[config.mk]
export PLATFORM = sky130hd
export DESIGN_NAME = instr_fetch_unit
export DESIGN_NICKNAME = d
export VERILOG_FILES = /design/src/rtl/ifu_pkg.sv /design/src/rtl/ifu_queue.sv /design/src/rtl/instr_fetch_unit.sv
export SDC_FILE = /design/constraint.sdc
export NUM_CORES = 1
export LEC_CHECK = 0
export BUFFER_PORTS_ARGS = -buffer_cell sky130_fd_sc_hd__buf_2
export CAP_MARGIN = 40
export CORE_AREA = 2 2 121 152
export DETAILED_ROUTE_END_ITERATION = 7
export DIE_AREA = 0 0 123 154
export PLACE_DENSITY = 0.67
export SYNTH_ARGS = -nofsm -noshare
export SYNTH_HDL_FRONTEND = slang
export SYNTH_HIERARCHICAL = 1
export SYNTH_SLANG_ARGS = --single-unit
export TNS_END_PERCENT = 100
[constraint.sdc]
create_clock -name clk -period 10.2 [get_ports clk]
set_input_delay 0.51 -clock clk [delete_from_list [all_inputs] [get_ports clk]]
set_output_delay 0.51 -clock clk [all_outputs]
set_load 0.02 [all_outputs]
[src/rtl/ifu_pkg.sv]
// Shared definitions for the instruction fetch unit.
//   INSTR_W       width of an instruction word and of a PC
//   OPC_*         supported opcode classes (instr[6:2])
//   ifu_state_e   fetch FSM state encoding
//   is_illegal()  opcode screen used when IFU_ILLEGAL_CHECK_EN is defined
package ifu_pkg;

  localparam int INSTR_W = 32;

  localparam logic [4:0] OPC_RTYPE  = 5'b01100;
  localparam logic [4:0] OPC_LOAD   = 5'b00000;
  localparam logic [4:0] OPC_STORE  = 5'b01000;
  localparam logic [4:0] OPC_BRANCH = 5'b11000;
  localparam logic [4:0] OPC_IMM    = 5'b00100;

  typedef enum logic [1:0] {
    FETCH = 2'd0,
    WAIT  = 2'd1,
    DROP  = 2'd2
  } ifu_state_e;

  // A word is illegal if it is not a 32-bit encoding or its opcode class is unsupported.
  function automatic logic is_illegal(input logic [INSTR_W-1:0] w);
    logic opc_ok;
    opc_ok = (w[6:2] == OPC_RTYPE) || (w[6:2] == OPC_LOAD) || (w[6:2] == OPC_STORE) ||
             (w[6:2] == OPC_BRANCH) || (w[6:2] == OPC_IMM);
    return (w[1:0] != 2'b11) || !opc_ok;
  endfunction

endpackage

[src/rtl/ifu_queue.sv]
// Synchronous prefetch FIFO for the fetch unit.
// Ports:
//   clk, rst   clock, synchronous active-high reset
//   push       write wdata at the tail
//   pop        drop the head (caller guarantees count != 0)
//   flush      empty the queue; wins over push/pop
//   wdata      entry payload
//   rdata      head payload, read straight from storage registers
//   count      number of valid entries (0..DEPTH)
// DEPTH must be a power of 2 so the pointers wrap naturally.
module ifu_queue #(
  parameter int DEPTH = 2,
  parameter int WIDTH = 64
) (
  input  logic                     clk,
  input  logic                     rst,
  input  logic                     push,
  input  logic                     pop,
  input  logic                     flush,
  input  logic [WIDTH-1:0]         wdata,
  output logic [WIDTH-1:0]         rdata,
  output logic [$clog2(DEPTH):0]   count
);

  localparam int AW = $clog2(DEPTH);
  localparam int CW = AW + 1;

  logic [WIDTH-1:0] mem_q [DEPTH];
  logic [AW-1:0]    wr_ptr_q;
  logic [AW-1:0]    rd_ptr_q;
  logic [CW-1:0]    count_q;

  always_ff @(posedge clk) begin
    if (rst || flush) begin
      wr_ptr_q <= '0;
      rd_ptr_q <= '0;
      count_q  <= '0;
    end else begin
      if (push) wr_ptr_q <= wr_ptr_q + AW'(1);
      if (pop)  rd_ptr_q <= rd_ptr_q + AW'(1);
      unique case ({push, pop})
        2'b10:   count_q <= count_q + CW'(1);
        2'b01:   count_q <= count_q - CW'(1);
        default: count_q <= count_q;
      endcase
    end
  end

  // Storage needs no reset: count gates every use of it.
  always_ff @(posedge clk) begin
    if (push && !flush && !rst) mem_q[wr_ptr_q] <= wdata;
  end

  assign rdata = mem_q[rd_ptr_q];
  assign count = count_q;

endmodule

[src/rtl/instr_fetch_unit.sv]
// Instruction fetch unit: issues sequential word fetches to imem (at most one
// outstanding), buffers responses with their PC in a small prefetch queue and
// presents the head to decode on a valid/ready handshake. A redirect flushes
// the queue and restarts fetch at the new PC.
// Ports:
//   clk, rst                 clock, synchronous active-high reset
//   imem_req/addr/ready      fetch request channel (req & ready = issued)
//   imem_rvalid/rdata        in-order response channel
//   instr_valid/instr/pc     queue head towards decode
//   instr_illegal            head opcode unsupported
//   instr_ready              decode pops the head
//   redirect_valid/pc        flush and restart fetch
// Build option: define IFU_ILLEGAL_CHECK_EN to compute instr_illegal per entry;
// otherwise it is tied low and no flag is stored.
//
// state | meaning
// FETCH | no request outstanding
// WAIT  | one request outstanding, response will be queued
// DROP  | one request outstanding, response will be discarded
module instr_fetch_unit
  import ifu_pkg::*;
#(
  parameter logic [31:0] RESET_PC   = 32'h0000_0000,
  parameter int          FIFO_DEPTH = 2
) (
  input  logic               clk,
  input  logic               rst,
  output logic               imem_req,
  output logic [31:0]        imem_addr,
  input  logic               imem_ready,
  input  logic               imem_rvalid,
  input  logic [INSTR_W-1:0] imem_rdata,
  output logic               instr_valid,
  output logic [INSTR_W-1:0] instr,
  output logic [31:0]        instr_pc,
  output logic               instr_illegal,
  input  logic               instr_ready,
  input  logic               redirect_valid,
  input  logic [31:0]        redirect_pc
);

  localparam int CW = $clog2(FIFO_DEPTH) + 1;
`ifdef IFU_ILLEGAL_CHECK_EN
  localparam int PW = 1 + 32 + INSTR_W;
`else
  localparam int PW = 32 + INSTR_W;
`endif

  ifu_state_e   state_q;
  logic [31:0]  fetch_pc_q, fetch_pc_d;
  logic [31:0]  req_pc_q;

  logic [CW-1:0] count;
  logic [CW-1:0] occ;
  logic          pop, push, room, issue;
  logic [PW-1:0] q_wdata, q_rdata;
  logic          unused_rpc_lsbs;

  assign unused_rpc_lsbs = ^redirect_pc[1:0];

  // The outstanding request reserves a slot so its response can always be queued.
  assign occ  = count + CW'(state_q != FETCH);
  assign pop  = instr_valid && instr_ready && !redirect_valid;
  assign room = (occ - CW'(pop)) < CW'(FIFO_DEPTH);
  assign push = (state_q == WAIT) && imem_rvalid && !redirect_valid;

  assign imem_req   = !rst && !redirect_valid && room &&
                      ((state_q == FETCH) || ((state_q == WAIT) && imem_rvalid));
  assign imem_addr  = fetch_pc_q;
  assign issue      = imem_req && imem_ready;
  assign fetch_pc_d = fetch_pc_q + 32'd4;

  always_ff @(posedge clk) begin
    if (rst) begin
      state_q    <= FETCH;
      fetch_pc_q <= RESET_PC;
      req_pc_q   <= RESET_PC;
    end else if (redirect_valid) begin
      fetch_pc_q <= {redirect_pc[31:2], 2'b00};
      // A response landing in the redirect cycle retires the outstanding request.
      if (state_q != FETCH) state_q <= imem_rvalid ? FETCH : DROP;
    end else begin
      unique case (state_q)
        FETCH: begin
          if (issue) begin
            req_pc_q   <= fetch_pc_q;
            fetch_pc_q <= fetch_pc_d;
            state_q    <= WAIT;
          end
        end
        WAIT: begin
          if (imem_rvalid) begin
            if (issue) begin
              req_pc_q   <= fetch_pc_q;
              fetch_pc_q <= fetch_pc_d;
            end else begin
              state_q <= FETCH;
            end
          end
        end
        DROP: begin
          if (imem_rvalid) state_q <= FETCH;
        end
        default: state_q <= FETCH;
      endcase
    end
  end

`ifdef IFU_ILLEGAL_CHECK_EN
  logic head_illegal;
  assign q_wdata = {is_illegal(imem_rdata), req_pc_q, imem_rdata};
  assign {head_illegal, instr_pc, instr} = q_rdata;
  assign instr_illegal = instr_valid && head_illegal;
`else
  assign q_wdata = {req_pc_q, imem_rdata};
  assign {instr_pc, instr} = q_rdata;
  assign instr_illegal = 1'b0;
`endif

  ifu_queue #(
    .DEPTH (FIFO_DEPTH),
    .WIDTH (PW)
  ) u_queue (
    .clk   (clk),
    .rst   (rst),
    .push  (push),
    .pop   (pop),
    .flush (redirect_valid),
    .wdata (q_wdata),
    .rdata (q_rdata),
    .count (count)
  );

  assign instr_valid = (count != '0);

endmodule

; ---- Word level (Yosys, flattened, before mapping)
; Memory sizes are Yosys's and may differ from the RTL's. A register that Yosys moved wholly into a read port is not among the register bits.
; Index checks and enable logic that the tools add are counted.
[totals]
ramBits = 128
out_inout_bits = 99
in_bits = 70
n_memories = 1
elab_cells = 72
regBits = 70
[mem_list]
columns = memory, depth, width, rd, rd_ports_with_merged_regs, write_ports, line
row1 = u_queue.mem_q, 2, 64, 1, 1, 1, ifu_queue.sv:28  ; logic [WIDTH-1:0] mem_q [DEPTH];
[classes]
bitwise = 1
add_sub_neg = 7
n_reduce_logical = 25
n_mux = 20
magnitude_cmp = 1
n_eq_ne = 10
[ops]
columns = cell, n
row1 = 32-bit two-way mux, 5
row2 = 32-bit case mux with 2 select lines, 2
row3 = "32-bit by 3-bit adder with 32-bit output, second input constant", 1
row4 = 2-bit two-way mux, 7
row5 = "3-bit != test, second input constant", 4
row6 = 1-bit logical AND, 10
row7 = 2-bit nonzero test, 4
row8 = 2-bit case mux with 3 select lines, 1
row9 = 5-bit AND reduction, 1
row10 = "2-bit by 1-bit equality test with 1-bit output, second input constant", 2
row11 = "2-bit equality test, second input constant", 2
row12 = 1-bit two-way mux, 4
row13 = 2-bit case mux with 2 select lines, 1
row14 = 2-bit AND reduction, 2
row15 = 3-bit AND reduction, 1
row16 = 3-bit nonzero test, 1
row17 = "1-bit adder, second input constant", 2
row18 = 2-bit by 1-bit adder with 2-bit output, 1
row19 = "2-bit by 1-bit adder with 2-bit output, second input constant", 1
row20 = 1-bit logical NOT, 2
row21 = 2-bit logical NOT, 1
row22 = 1-bit logical OR, 2
row23 = "2-bit < comparator, second input constant", 1
row24 = "2-bit by 1-bit != test with 1-bit output, second input constant", 1
row25 = 5 further kinds, 5

; ---- Longest topological paths before layout
; Gate-level depths: netlist of the first run.
[depth]
word_depth = 12
depth_mapped = 12
depth_no_buf = 8

; ---- Cells and area by module
; The synthesis of the first run kept the hierarchy.
[modules_own_cells]
columns = mod, instances, seq_area_each_um2, cells_per_inst, area_per_inst_um2
row1 = ifu_queue, 1, 3943.8, 220, 4845.9
row2 = instr_fetch_unit, 1, 1241.2, 374, 2932.8

; ---- Worst setup path after synthesis of the first run
; No wires, ideal clock.
[synth_path]
path_type = in2reg
from = input port redirect_valid
to = memory u_queue.mem_q[0][0], enable pin
path_buffers = 2
path_stages = 5
required_ps = 9556
setup_ps = 644
path_slack_ps = 2193
arrival_ps = 7363
cell_sequence = buf_6 > clkbuf_1 > nor3_1 > inv_1 > nor4_1
[synth_via]
elab_chain_len = 6
[synth_rtl]
columns = element, line
row1 = "start, declared", instr_fetch_unit.sv:38  ; input logic redirect_valid,
row2 = 1-bit logical NOT, instr_fetch_unit.sv:65  ; assign push = (state_q == WAIT) && imem_rvalid && !redirect_valid;
row3 = 1-bit logical AND, instr_fetch_unit.sv:65
row4 = via push, instr_fetch_unit.sv:55  ; logic pop, push, room, issue;
row5 = 1-bit logical AND (2 in a row), ifu_queue.sv:51  ; if (push && !flush && !rst) mem_q[wr_ptr_q] <= wdata;
row6 = 1-bit two-way mux, ifu_queue.sv:51
row7 = 1-bit two-way mux (not written as such), ifu_queue.sv:51
row8 = "end, declared", ifu_queue.sv:28
; The timed path passes the listed nets, and every way through them passes these cells.

; ---- Worst setup path in the final report of the first run
[layout_path]
from = input port redirect_valid
to = register fetch_pc_q[24] (netlist: imem_addr[24])
[layout_via]
elab_chain_len = 11
word_cells_on_any_way = 15
classes_between = 1 x add/sub / 1 x order compare / 1 x eq/ne / 4 x mux / 8 x reduce/logical
[layout_rtl]
columns = element, line
row1 = 1-bit logical NOT *, instr_fetch_unit.sv:63  ; assign pop = instr_valid && instr_ready && !redirect_valid;
row2 = 1-bit logical AND *, instr_fetch_unit.sv:63
row3 = via pop, instr_fetch_unit.sv:55
row4 = 2-bit by 1-bit subtractor with 2-bit output *, instr_fetch_unit.sv:64  ; assign room = (occ - CW'(pop)) < CW'(FIFO_DEPTH);
row5 = 2-bit < comparator *, instr_fetch_unit.sv:64
row6 = 1-bit logical AND * (2 in a row), instr_fetch_unit.sv:67  ; assign imem_req = !rst && !redirect_valid && room &&
row7 = 1-bit logical AND *, instr_fetch_unit.sv:70  ; assign issue = imem_req && imem_ready;
row8 = 32-bit two-way mux *, -
row9 = 32-bit two-way mux, -
row10 = 32-bit case mux with 2 select lines *, -
row11 = 32-bit two-way mux *, instr_fetch_unit.sv:78  ; end else if (redirect_valid) begin
row12 = "end signal, assigned", instr_fetch_unit.sv:79  ; fetch_pc_q <= {redirect_pc[31:2], 2'b00};
row13 = "end signal, assigned", instr_fetch_unit.sv:87  ; fetch_pc_q <= fetch_pc_d;
row14 = "end signal, assigned", instr_fetch_unit.sv:95  ; fetch_pc_q <= fetch_pc_d;
row15 = "end, declared", instr_fetch_unit.sv:50  ; logic [31:0] fetch_pc_q, fetch_pc_d;
; The timed path passes the listed nets; every way through them passes the cells marked *. The select of a mux whose other input is x is not followed.
; A chain may end at the register's enable or synchronous reset.

==> results_dict.tcl, run 1 <==
set metrics [dict create \
    status "complete, no violations" \
    dp.cells 958 \
    cts_resized 0 \
    path_class "primary input to flop" \
    maxSlewHeadroom_pct 49.4 \
    cts_buffers 17 \
    viasPerCell 5.37 \
    ys_warn_count 6 \
    syn2layout_area_growth_pct 21.0 \
    routed_wl_mm 17.3 \
    grt_pass1_vias 5290 \
    die_x_um 123 \
    dp_slack_ps 6470 \
    synth_top_area_share_pct 49.4 \
    synthArstFlopShare_pct 0 \
    cap_violations 0 \
    ctsHoldBuffers 0 \
    syn-cell-area_um2 7780 \
    drc 0 \
    multi_input_area_um2 2380 \
    synth-main-ff-cell "edfxtp_1" \
    port-buffer-count 163 \
    synthTopCellsByArea "edfxtp_1 (49%), dfxtp_1 (17%), mux2_2 (9.3%), nand2_1 (3.5%), a21oi_1 (2.2%)" \
    seqCellArea_um2 5190 \
    dieArea_um2 18900 \
    synthCells 594 \
    arrival_ps 3620 \
    fillers 1522 \
    fin_hold_ws_ps 267 \
    initial_core_util_pct 44.6 \
    wl_per_cell_um 17.5 \
    gp_congestion 0.857 \
    worstSkewPairLatency_ps 430 \
    power.density_nw_per_um2 169 \
    grt_pass1_wl_mm 26.8 \
    drt_iter0_markers 291 \
    design_power_total_uw 1590 \
    rsz0062_at_grt "no" \
    num_vias 5320 \
    ys_ff_latch 195 \
    fp.dieH_um 154 \
    drive_above_1_share_pct 35.9 \
    period_needed_ps 3300 \
    final_cells 990 \
    setup_viol 0 \
    rr_startpoint "u_queue/count[1]" \
    layout.nets 826 \
    clkTransAtPathRegs_ps 80 \
    worst_setup_path_start_kind "primary input" \
    min_path_type "primary input to flop" \
    core.rowCount 54 \
    grt.total_usage_pct 18.5 \
    path_max_fanout 33 \
    tritoncts "yes" \
    p_leak_uw 0.00355 \
    synth.distinct_cells 44 \
    cts_max_level 4 \
    yosysMostFrequentCell "edfxtp_1" \
    diodes 0 \
    ant_nets 0 \
    clkSinkCount 195 \
    max_clock_freq_mhz 303 \
    grt-ovfl-total 0 \
    slew_viol_final 0 \
    synth_seq_area_share_pct 66.7 \
    critPathLaunch "redirect_valid" \
    dp_hpwl_mm 11.5 \
    synth_enable_flop_cells 128 \
    hold_path_startpoint "imem_rvalid" \
    clockBufferDepth 2 \
    tightest_slew_ps 760 \
    core_um2 17400 \
    clockRootBuffer "clkbuf_16" \
    worst_slack_ps 6900 \
    avgSynthCellArea_um2 13.1 \
    antenna_found_initial 0 \
    netlist_top_cells_count "edfxtp_1 (128), nand2_1 (72), dfxtp_1 (67)" \
    ios 169 \
    final-hold-violation-count 0 \
    firstDrtPassIters 5 \
    post-route-period-util_pct 32.4 \
    finClkSkew_ps 13.6 \
    cp_data_required_time_ps 10520 \
    grt_max_degree 72 \
    peakVddDrop_mv 0.105 \
    yosys.area.top_type "edfxtp_1" \
    endpoint_kind "flop" \
    cts_setup_buffers 0 \
    setup_tns_ps 0 \
]
-- path summary, 6_finish.rpt --
check                                            end  slack, ps  cells after the start
worst max-delay path                   imem_addr[24]       6900                      9
worst min register to register  u_queue/mem_q[0][57]        450                      0
worst max register to register         imem_addr[24]       6970                      8
worst min-delay path                      state_q[1]        270                      2
-- layout make-up --
type	count	area share [%]
Inverter	11	0.439
Sequential cell	195	55.1
Clock buffer	17	4.52
Tap cell	224	2.98
Clock inverter	15	1.78
Timing Repair Buffer	173	9.89
Multi-Input combinational cell	355	25.2
-- cells by family (layout without fill, tap and decap cells) --
logic type	after synthesis	after routing	share of synthesized area [%]
other cells	1	7	0.0482
compound gates	89	89	7.58
fa+ha+maj	3	3	0.483
xor+xnor	11	11	1.24
mux	65	65	9.39
flops	195	195	66.7
simple gates	180	180	11.3
buf+inv	50	216	3.30
-- power by group --
part / internal [µW] / total (µW) / switching [µW]
clock: 349 / 657 / 308
sequential: 847 / 865 / 17.1
combinational: 27.3 / 71.9 / 44.6
-- critical path, stage by stage --
cell and delay, ps:
buf_2 480, clkinv_1 170, and3_1 230, ha_1 220
xnor2_1 190, xnor2_1 240, or3_1 710, or4_1 590
a311oi_1 270
-- state kept, by name, indices dropped and copies added (netlist names), named ones only --
register	count
imem_addr	30
req_pc_q	30
state_q	2
u_queue/count	2
u_queue/mem_q	128
u_queue/rd_ptr_q	1
u_queue/wr_ptr_q	1
-- layer usage --
metal / GRT usage, % / vias up / wire (µm)
met5: 0 / - / 0
met4: 6.66 / 0 / 301
met3: 3.64 / 25 / 927
met2: 31.9 / 184 / 8750
met1: 22.8 / 2567 / 7300
li1: - / 2544 / -
-- per-stage QoR --
stage,area (µm²),util [%]
finish,9410,54.0
global route,9410,54.0
CTS,9410,54.0
detailed placement,8820,50.6
global placement,8750,50.2
floorplan,7800,-
-- cells in the final DEF, fill, tap and decap left out, types with 6 or more instances in the layout --
| master | instances |
|---|---|
| clkbuf_16 | 17 |
| buf_2 | 163 |
| mux2_2 | 64 |
| o31ai_1 | 13 |
| o21ai_0 | 8 |
| nand4_1 | 9 |
| nor2_1 | 33 |
| a21oi_1 | 34 |
| nand3_1 | 8 |
| nor3_1 | 13 |
| edfxtp_1 | 128 |
| a211oi_1 | 6 |
| dfxtp_1 | 66 |
| inv_1 | 10 |
| or4_1 | 15 |
| or3_1 | 8 |
| nand2_1 | 72 |
| conb_1 | 7 |
| xnor2_1 | 8 |
| a311oi_1 | 15 |
| buf_4 | 8 |
Power figures use the tool's default switching activity.
==> run 2, diff against run 1 <==
--- a/config.mk
+++ b/config.mk
@@ -10,7 +10,7 @@
 export CORE_AREA = 2 2 121 152
 export DETAILED_ROUTE_END_ITERATION = 7
 export DIE_AREA = 0 0 123 154
-export PLACE_DENSITY = 0.67
+export PLACE_DENSITY = 0.7
 export SYNTH_ARGS = -nofsm -noshare
 export SYNTH_HDL_FRONTEND = slang
 export SYNTH_HIERARCHICAL = 1
==> constraint.sdc (replaced) <==
create_clock -name clk -period 2.7 [get_ports clk]
set_input_delay 0.135 -clock clk [delete_from_list [all_inputs] [get_ports clk]]
set_output_delay 0.135 -clock clk [all_outputs]
set_load 0.02 [all_outputs]
==> run 2 against run 1 <==
- combinational power increased to 5.1 times the previous value
- wire length increased by 7.8%
- non-clock buffer count rose by 79
- critical path type is now flop to flop
- largest power group unchanged
- highest routed layer unchanged
==> results_dict.tcl, run 2 (synthesized netlist as in run 1, its figures left out) <==
set metrics [dict create \
    status "complete, no violations" \
    drt_iter0_markers 329 \
    max_clock_freq_mhz 384 \
    diodes 0 \
    routed_wl_mm 18.6 \
    layout.nets 906 \
    firstDrtPassIters 5 \
    viasPerCell 5.31 \
    clockBufferDepth 2 \
    ios 169 \
    worst_setup_path_start_kind "flop" \
    netSwitchingFraction_pct 21.1 \
    num_vias 5679 \
    clkTransAtPathRegs_ps 70 \
    cp_data_required_time_ps 3030 \
    grt_pass1_wl_mm 28.9 \
    crit_family "simple AND/OR/NAND/NOR gates" \
    final_cells 1070 \
    fillers 1452 \
    use_met3_pct 5.04 \
    dp.cells 982 \
    cts_buffers 17 \
    grt.met1_usage_pct 22.9 \
    grt-ovfl-total 0 \
    tritoncts "yes" \
    syn2layout_area_growth_pct 31.8 \
    seqPwrFrac_pct 53.3 \
    rsz0062_at_grt "no" \
    post-route-period-util_pct 96.4 \
    setup_viol 0 \
    port-buffer-count 163 \
    clockRootBuffer "clkbuf_16" \
    crit_chain "or3_4 -> or4_1 -> or3_4 -> buf_4 -> or4_1 -> a311oi_1" \
    gp_congestion 0.871 \
    fp.dieH_um 154 \
    p_sw_uw 1290 \
    period_needed_ps 2600 \
    cap_violations 0 \
    utilization_pct 58.8 \
    top_register "u_queue/mem_q" \
    final-hold-violation-count 0 \
    clkSinkCount 195 \
    peakVddDrop_mv 0.368 \
    max_stage_delay_ps 560 \
    top_usage_layer "met2" \
    antenna_found_initial 0 \
    largest_register_ffs 128 \
    arrival_ps 2930 \
    finClkSkew_ps 8.63 \
    maxSlewHeadroom_pct 43.4 \
    grt_max_degree 71 \
    core_um2 17400 \
    drive_above_1_share_pct 36.5 \
    initial_core_util_pct 44.6 \
    endpoint_kind "flop" \
    worstSkewPairLatency_ps 420 \
    pwr-share-comb_pct 6.0 \
    wl_per_cell_um 17.4 \
    worst_slack_ps 97.5 \
    p_clk_share_pct 40.6 \
    core.rowCount 54 \
    crit_slowest_cell "or4_1" \
    cts_max_level 4 \
    ant_nets 0 \
    grt_pass1_vias 5720 \
    dp_slack_ps -69.8 \
    power.density_nw_per_um2 596 \
    path_max_fanout 6 \
    dieArea_um2 18900 \
    final_common_cell "buf_2" \
    grt.total_usage_pct 19.6 \
    slew_viol_final 0 \
    design_power_total_uw 6110 \
    p_leak_uw 0.00391 \
    final_cell_mix "buf_2 (163), edfxtp_1 (128), nand2_1 (72), dfxtp_1 (65), mux2_2 (64)" \
    min_path_type "primary input to flop" \
    worst-path-buf-inv 1 \
    tightest_slew_ps 847 \
    dp_hpwl_mm 12.5 \
    intPower_uw 4820 \
    setup_tns_ps 0 \
    drc 0 \
    path_class "flop to flop" \
    gr-usage-met2_pct 34.5 \
    die_x_um 123 \
]
==> run 2: cell type report <==
cell class / count / area, µm² / share of cell area, %
flip-flops and latches: 195 / 5190 / 50.6
clock inverters: 8 / 100 / 0.977
inverters: 11 / 41.3 / 0.403
multi-input cells: 356 / 2470 / 24.1
clock buffers: 24 / 483 / 4.71
repair buffers: 252 / 1680 / 16.4
well taps: 224 / 280 / 2.73
==> run 2: what timing repair did <==
action / CTS / global route
hold buffers: 53 / 0
setup buffers: 0 / 2
pin swaps: 0 / 3
gates resized for setup: 2 / 9
endpoints found under the hold margin: 85 / 0
cloned: 0 / 1
endpoints found under the setup margin: 10 / 16
==> run 2: layer usage <==
layer | routed length, µm | share of wire, %
met2 | 9640 | 52
met3 | 1160 | 6.2
met5 | 0 | 0
met4 | 386 | 2.1
met1 | 7450 | 40
==> run 2: worst register-to-register path: stages (launching register included) <==
cell and delay (ps):
dfxtp_1 310, or3_4 390, or4_1 560, or3_4 440, buf_4 180, or4_1 390
a311oi_1 240
==> run 2: power groups by stage <==
stage	clock network [µW]	logic [µW]	registers (µW)
2_1_floorplan	0	119	3350
3_3_place_gp	0	296	3320
3_5_place_dp	0	306	3320
4_1_cts	2540	367	3260
5_1_grt	2670	403	3260
6_report	2480	369	3260
==> run 2: worst paths after layout <==
path	start	to	slack (ps)	depth (start not counted)
worst min-delay path	redirect_pc[4]	imem_addr[4]	20	3
worst max-delay path	state_q[1]	imem_addr[27]	100	6
worst min register to register	req_pc_q[31]	u_queue/mem_q[0][63]	460	0
worst max register to register	state_q[1]	imem_addr[27]	100	6
==> run 2: per-stage QoR <==
stage	hold WS, ps	cell area [µm²]
2_1_floorplan	212	7850
4_1_cts	6.93	10200
3_5_place_dp	328	9060
6_report	18.9	10200
3_3_place_gp	324	9060
5_1_grt	8.43	10200
